### src/rtl/demux_pkg.sv
// Shared definitions for the enable-gated BCD-to-decimal select decoder.
// Optional feature macro: DEMUX_1_4_ERR_EN (adds the registered o_err flag).
package demux_pkg;

    // Width of the BCD code presented on {i_d,i_c,i_b,i_a}
    localparam int CODE_W   = 4;
    // Number of decoded one-hot select lines
    localparam int NUM_OUT  = 10;
    // Largest code that maps onto a select line; anything above is non-BCD
    localparam int MAX_CODE = 9;

    // One-hot select vector for a code.
    // Non-BCD codes (10..15) and a deasserted enable both give all-zero.
    function automatic logic [NUM_OUT-1:0] bcd_onehot(
        input logic [CODE_W-1:0] code,
        input logic              en
    );
        logic [NUM_OUT-1:0] vec;
        vec = '0;
        for (int k = 0; k < NUM_OUT; k++) begin
            vec[k] = en && (code == CODE_W'(k));
        end
        return vec;
    endfunction

endpackage

### src/rtl/bcd_dec_4_10.sv
// Purely combinational 4-to-10 BCD decode with three-input chip-select
// gating (one active-high, two active-low).
// Optional feature macro: DEMUX_1_4_ERR_EN (adds the invalid-code term err).
module bcd_dec_4_10
    import demux_pkg::*;
(
    input  logic              cs,
    input  logic              n_cs_0,
    input  logic              n_cs_1,
    input  logic [CODE_W-1:0] code,
    output logic [NUM_OUT-1:0] sel
`ifdef DEMUX_1_4_ERR_EN
    ,
    output logic              err
`endif
);

    logic en;

    // Chip is selected only when the high select is asserted and both low selects are asserted
    assign en = cs & ~n_cs_0 & ~n_cs_1;

    // Decode the code into a one-hot select vector, gated by the chip select
    always_comb begin
        sel = bcd_onehot(code, en);
    end

`ifdef DEMUX_1_4_ERR_EN
    // Flag a non-BCD code presented while the chip is selected
    always_comb begin
        err = en & (code > CODE_W'(MAX_CODE));
    end
`endif

endmodule

### src/rtl/demux_1_4.sv
// Top level: registered one-of-ten select decoder with chip-select gating.
// The decode is combinational in bcd_dec_4_10; this level adds the single
// output register stage (async active-high reset) and fans the vector out
// to the individual select pins.
// Optional feature macro: DEMUX_1_4_ERR_EN (adds port o_err).
module demux_1_4
    import demux_pkg::*;
(
    input  logic i_clk,
    input  logic i_rst,
    input  logic i_a,
    input  logic i_b,
    input  logic i_c,
    input  logic i_d,
    input  logic i_cs,
    input  logic i_n_cs_0,
    input  logic i_n_cs_1,
    output logic o_0,
    output logic o_1,
    output logic o_2,
    output logic o_3,
    output logic o_4,
    output logic o_5,
    output logic o_6,
    output logic o_7,
    output logic o_8,
    output logic o_9
`ifdef DEMUX_1_4_ERR_EN
    ,
    output logic o_err
`endif
);

    logic [CODE_W-1:0]  code;
    logic [NUM_OUT-1:0] sel_d;
    logic [NUM_OUT-1:0] sel_q;

    assign code = {i_d, i_c, i_b, i_a};

`ifdef DEMUX_1_4_ERR_EN
    logic err_d;
    logic err_q;

    bcd_dec_4_10 u_dec (
        .cs     (i_cs),
        .n_cs_0 (i_n_cs_0),
        .n_cs_1 (i_n_cs_1),
        .code   (code),
        .sel    (sel_d),
        .err    (err_d)
    );

    // Register the error flag alongside the selects so both share latency and reset
    always_ff @(posedge i_clk or posedge i_rst) begin
        if (i_rst) begin
            err_q <= 1'b0;
        end else begin
            err_q <= err_d;
        end
    end

    assign o_err = err_q;
`else
    bcd_dec_4_10 u_dec (
        .cs     (i_cs),
        .n_cs_0 (i_n_cs_0),
        .n_cs_1 (i_n_cs_1),
        .code   (code),
        .sel    (sel_d)
    );
`endif

    // Capture the decoded selects each edge; reset clears them without waiting for the clock
    always_ff @(posedge i_clk or posedge i_rst) begin
        if (i_rst) begin
            sel_q <= '0;
        end else begin
            sel_q <= sel_d;
        end
    end

    assign o_0 = sel_q[0];
    assign o_1 = sel_q[1];
    assign o_2 = sel_q[2];
    assign o_3 = sel_q[3];
    assign o_4 = sel_q[4];
    assign o_5 = sel_q[5];
    assign o_6 = sel_q[6];
    assign o_7 = sel_q[7];
    assign o_8 = sel_q[8];
    assign o_9 = sel_q[9];

endmodule

### config.mk
export PLATFORM = sky130hd
export DESIGN_NAME = demux_1_4
export DESIGN_NICKNAME = d
export VERILOG_FILES = /design/src/rtl/demux_pkg.sv /design/src/rtl/bcd_dec_4_10.sv /design/src/rtl/demux_1_4.sv
export SDC_FILE = /design/constraint.sdc
export NUM_CORES = 1
export LEC_CHECK = 0
export CAP_MARGIN = 10
export CORE_AREA = 2 2 39 41
export CTS_BUF_LIST = sky130_fd_sc_hd__clkbuf_4 sky130_fd_sc_hd__clkbuf_8
export DETAILED_ROUTE_END_ITERATION = 10
export DIE_AREA = 0 0 41 43
export GPL_TIMING_DRIVEN = 0
export PLACE_DENSITY = 0.65
export SLEW_MARGIN = 10
export SYNTH_ARGS = -nofsm -noshare
export SYNTH_HDL_FRONTEND = slang
export SYNTH_SLANG_ARGS = --single-unit
### constraint.sdc
create_clock -name i_clk -period 0.8 [get_ports i_clk]
set_input_delay 0.16 -clock i_clk [delete_from_list [all_inputs] [get_ports i_clk]]
set_output_delay 0.16 -clock i_clk [all_outputs]
set_load 0.05 [all_outputs]
== Word level (Yosys, flattened, before mapping) ==
Cells that the tools add are included.
Word-level totals
  bits of input ports: 9
  register bits after elaboration: 10
Operators by class
  equal/unequal tests: 9
  bitwise logic cells: 4
  reductions and logical operators: 11
Operator list (number)
  == test 4 x 3 -> 1 bit, second input constant: 4
  logical AND 1 bit: 10
  == test 4 x 2 -> 1 bit, second input constant: 2
  == test 4 bit, second input constant: 2
  == test 4 x 1 -> 1 bit, second input constant: 1
  zero test 4 bit: 1
  AND 1 bit: 2
  NOT 1 bit: 2

== Logic depth before layout (Yosys ltp) ==
  depth in word-level cells: 4
  gate-level depth with buffers: 3
  mapped depth without buffers: 2

== Hierarchy ==
Synthesis repeated with hierarchy kept, for this count alone.
Second synthesis, totals
  cell total of the unflattened synthesis: 29
  area, all modules: 390.4 µm²
Modules (own cells, without submodules)
  demux_1_4: cells an instance 11, times used 1, area an instance 254.0 µm², sequential area each 250.2 µm²
  bcd_dec_4_10: cells an instance 18, times used 1, area an instance 136.4 µm², sequential area each 0.0 µm²

== Worst setup path after synthesis ==
Ideal clock, no wire load.
  path type: input -> register
  start: input port i_b
  end: register sel_q[8]
  path buffers: 1
  required time: 0.706 ns
  slack: -0.342 ns
  cell stages on the path: 3
  arrival: 1.048 ns
  setup time: 0.094 ns
  path through: or4b_1 > buf_2 > nor4b_4
Between the ends
  word-level cells in the longest chain between the ends: 2
Ends and longest elaborated chain
  from (decl): line demux_1_4.sv:12  | input logic i_b,
  == test 4 bit: line demux_pkg.sv:21  | vec[k] = en && (code == CODE_W'(k));
  logical AND 1 bit: line demux_pkg.sv:21
  via sel_d[8]: line demux_1_4.sv:35  | logic [NUM_OUT-1:0] sel_d;
  to (signal assigned): line demux_1_4.sv:78  | sel_q <= sel_d;
  to (decl): line demux_1_4.sv:36  | logic [NUM_OUT-1:0] sel_q;
The timed path passes the listed nets, and every way through them passes these cells.

== Worst setup path in the final report ==
  start: register sel_q[7]
  end: output port o_7
RTL lines
  to (decl): line demux_1_4.sv:25  | output logic o_7,
No word-level cell between the ends.

==> results.tsv <==
metric	value	unit
finalWorstSetupSlack	-147.0	ps
globalplace.congestion	0.7279	
io_pins	19	
routed_wirelength	683	microns
grt_pass1_wl	1152	microns
drtIter0Drc	2	
die_x	41	microns
yosys.area.top_type	dfrtp_1	
cp.arrival	790	ps
start_util	28.21	%
max_stage_delay	370	ps
synth_top_area_share	64.10	%
setup_violations	16	
grt_max_degree	11	
crit_buf_inv	1	
ys_top_cells_by_area	dfrtp_1 64%, nor4b_4 6.1%, nand3b_1 3.8%	
path_clk_slew	60	ps
ys_types	14	
port_buffers	16	
rows	14	
holdBufCountCts	0	
yosysSeqAreaShare	64.10	%
hold_path_class	in -> async	
pwr_density_cell	1589	mW/mm^2
tightest_slew	498.5	ps
rsz0062_at_grt	yes	
clockBufferDepth	2	
htree_levels	1	
grt_pass1_vias	286	
wl_per_cell	10.35	microns
gr-usage-all-layers	10.34	%
layout_commonest_cell	buf_6	
ys_warn_count	0	
crit_slowest_cell	dfrtp_1	
worst-endpoint-required	640	ps
drc	0	
ir_drop	0.5597	mV
cts_buffers	3	
grt_overflow	0	
vias	298	
nets	60	
vias_per_cell	4.515	
regMostFlops	sel_q	
drive_above_1_share	56.00	%
syn_nets	38	
status	finished, violations left	
synth_area	390.4	sq um
cts_tree	yes	
cts-root-buf	clkbuf_4	
violations	setup timing	
antennaDiodeCount	0	
chipHeight	43	microns
whs	161.2	ps
hold_viol_final	0	
dp_hpwl	468	microns
slew_headroom	66.77	%
syn_inst	29	
drtAntennaViolNets	0	
cp_top_family	flip-flops	
final_cell_mix	14 x buf_6, 10 x dfrtp_1, 3 x clkbuf_4	
antenna_found_initial	0	
crit_chain	buf_6	
final.period_utilization	118.4	%
fmax	1.056	GHz
core	0.001384	sq mm
critPathLaunchType	register	
dieArea	0.001763	sq mm
ys_ff_latch	10	
top_regs	sel_q: 10 flops	
dr.pass1.iters	2	
synth_area_per_cell	13.46	sq um
endpoint_kind	primary output	
largest_reg_flops	10	
fin_setup_tns	-1936	ps
clock-sinks	10	
power.leakage	0.3042	nW
area_growth_syn_to_layout	71.15	%
maxSlewViolCount	0	
path_max_fanout	1	
crit_type	reg -> out	
timing.final.crit_period	947.0	ps
timing.max_cap.violations	0	
[synthesized netlist by cell type, drive strengths merged]
| cell type | number |
|---|---|
| nor2 | 3 |
| nor4b | 3 |
| nor3 | 2 |
| nand3b | 2 |
| dfrtp | 10 |
| buf | 1 |
| nand4bb | 1 |
| nor4 | 2 |
| clkbuf | 2 |
| or4b | 1 |
| inv | 1 |
| nand2b | 1 |
[cell families (layout without fill, tap and decap cells)]
logic type | Yosys count | after routing | share of synthesized area (%)
flops | 10 | 10 | 64.10
simple gates | 15 | 15 | 31.73
buf+inv | 4 | 25 | 4.165
[power breakdown]
group | leakage [nW] | internal (mW) | total [mW] | switching [mW]
clock network | 0.0210 | 0.276 | 0.441 | 0.165
registers | 0.139 | 0.508 | 0.510 | 0.00116
logic | 0.144 | 0.0483 | 0.111 | 0.0624
[through the flow]
| stage | setup slack (ps) | utilization, % | instances | power (mW) | cell area (sq um) |
|---|---|---|---|---|---|
| floorplan | -294.1 | - | 29 | 0.5729 | 400.4 |
| global placement | -755.1 | 41.95 | 61 | 0.6190 | 580.6 |
| detailed placement | -780.3 | 41.95 | 61 | 0.6202 | 580.6 |
| CTS | -157.9 | 46.38 | 66 | 1.065 | 641.9 |
| global route | -179.0 | 48.28 | 66 | 1.107 | 668.1 |
| finish | -147.0 | 48.28 | 66 | 1.061 | 668.1 |
[repair_timing]
| item | 4_1_cts | 5_1_grt |
|---|---|---|
| gates resized for setup | 90 | 6 |
| buffers inserted | 2 | 0 |
| pin swaps | 2 | 2 |
| setup endpoints to repair | 20 | 17 |
[worst max-delay path by stage]
| stage | startpoint | endpoint | depth (start not counted) |
|---|---|---|---|
| after global routing | sel_q[7]$_DFF_PP0_ | o_7 | 1 |
| after global placement | i_n_cs_0 | sel_q[4]$_DFF_PP0_ | 4 |
| after floorplan | i_n_cs_0 | sel_q[4]$_DFF_PP0_ | 3 |
| after CTS | sel_q[7]$_DFF_PP0_ | o_7 | 1 |
| final | sel_q[7]$_DFF_PP0_ | o_7 | 1 |
| after detailed placement | i_n_cs_0 | sel_q[4]$_DFF_PP0_ | 4 |
[final cells by class]
| cell class | count | area, sq um |
|---|---|---|
| Multi-Input combinational cell | 15 | 163.9 |
| Inverter | 1 | 3.754 |
| Tap cell | 16 | 20.02 |
| Timing Repair Buffer | 18 | 186.4 |
| Fill cell | 132 | 715.7 |
| Clock buffer | 4 | 36.28 |
| Buffer | 2 | 7.507 |
| Sequential cell | 10 | 250.2 |
[routing by layer]
metal	part of all wire, %	wire (microns)	global-route usage (%)	vias up
met5	0	0	0	-
met4	4.1	28	12.00	0
met3	7.6	52	1.571	4
met2	50	339	14.69	19
met1	39	263	11.30	132
li1	-	-	-	143
Note: power is estimated with default switching activity, not from simulation.
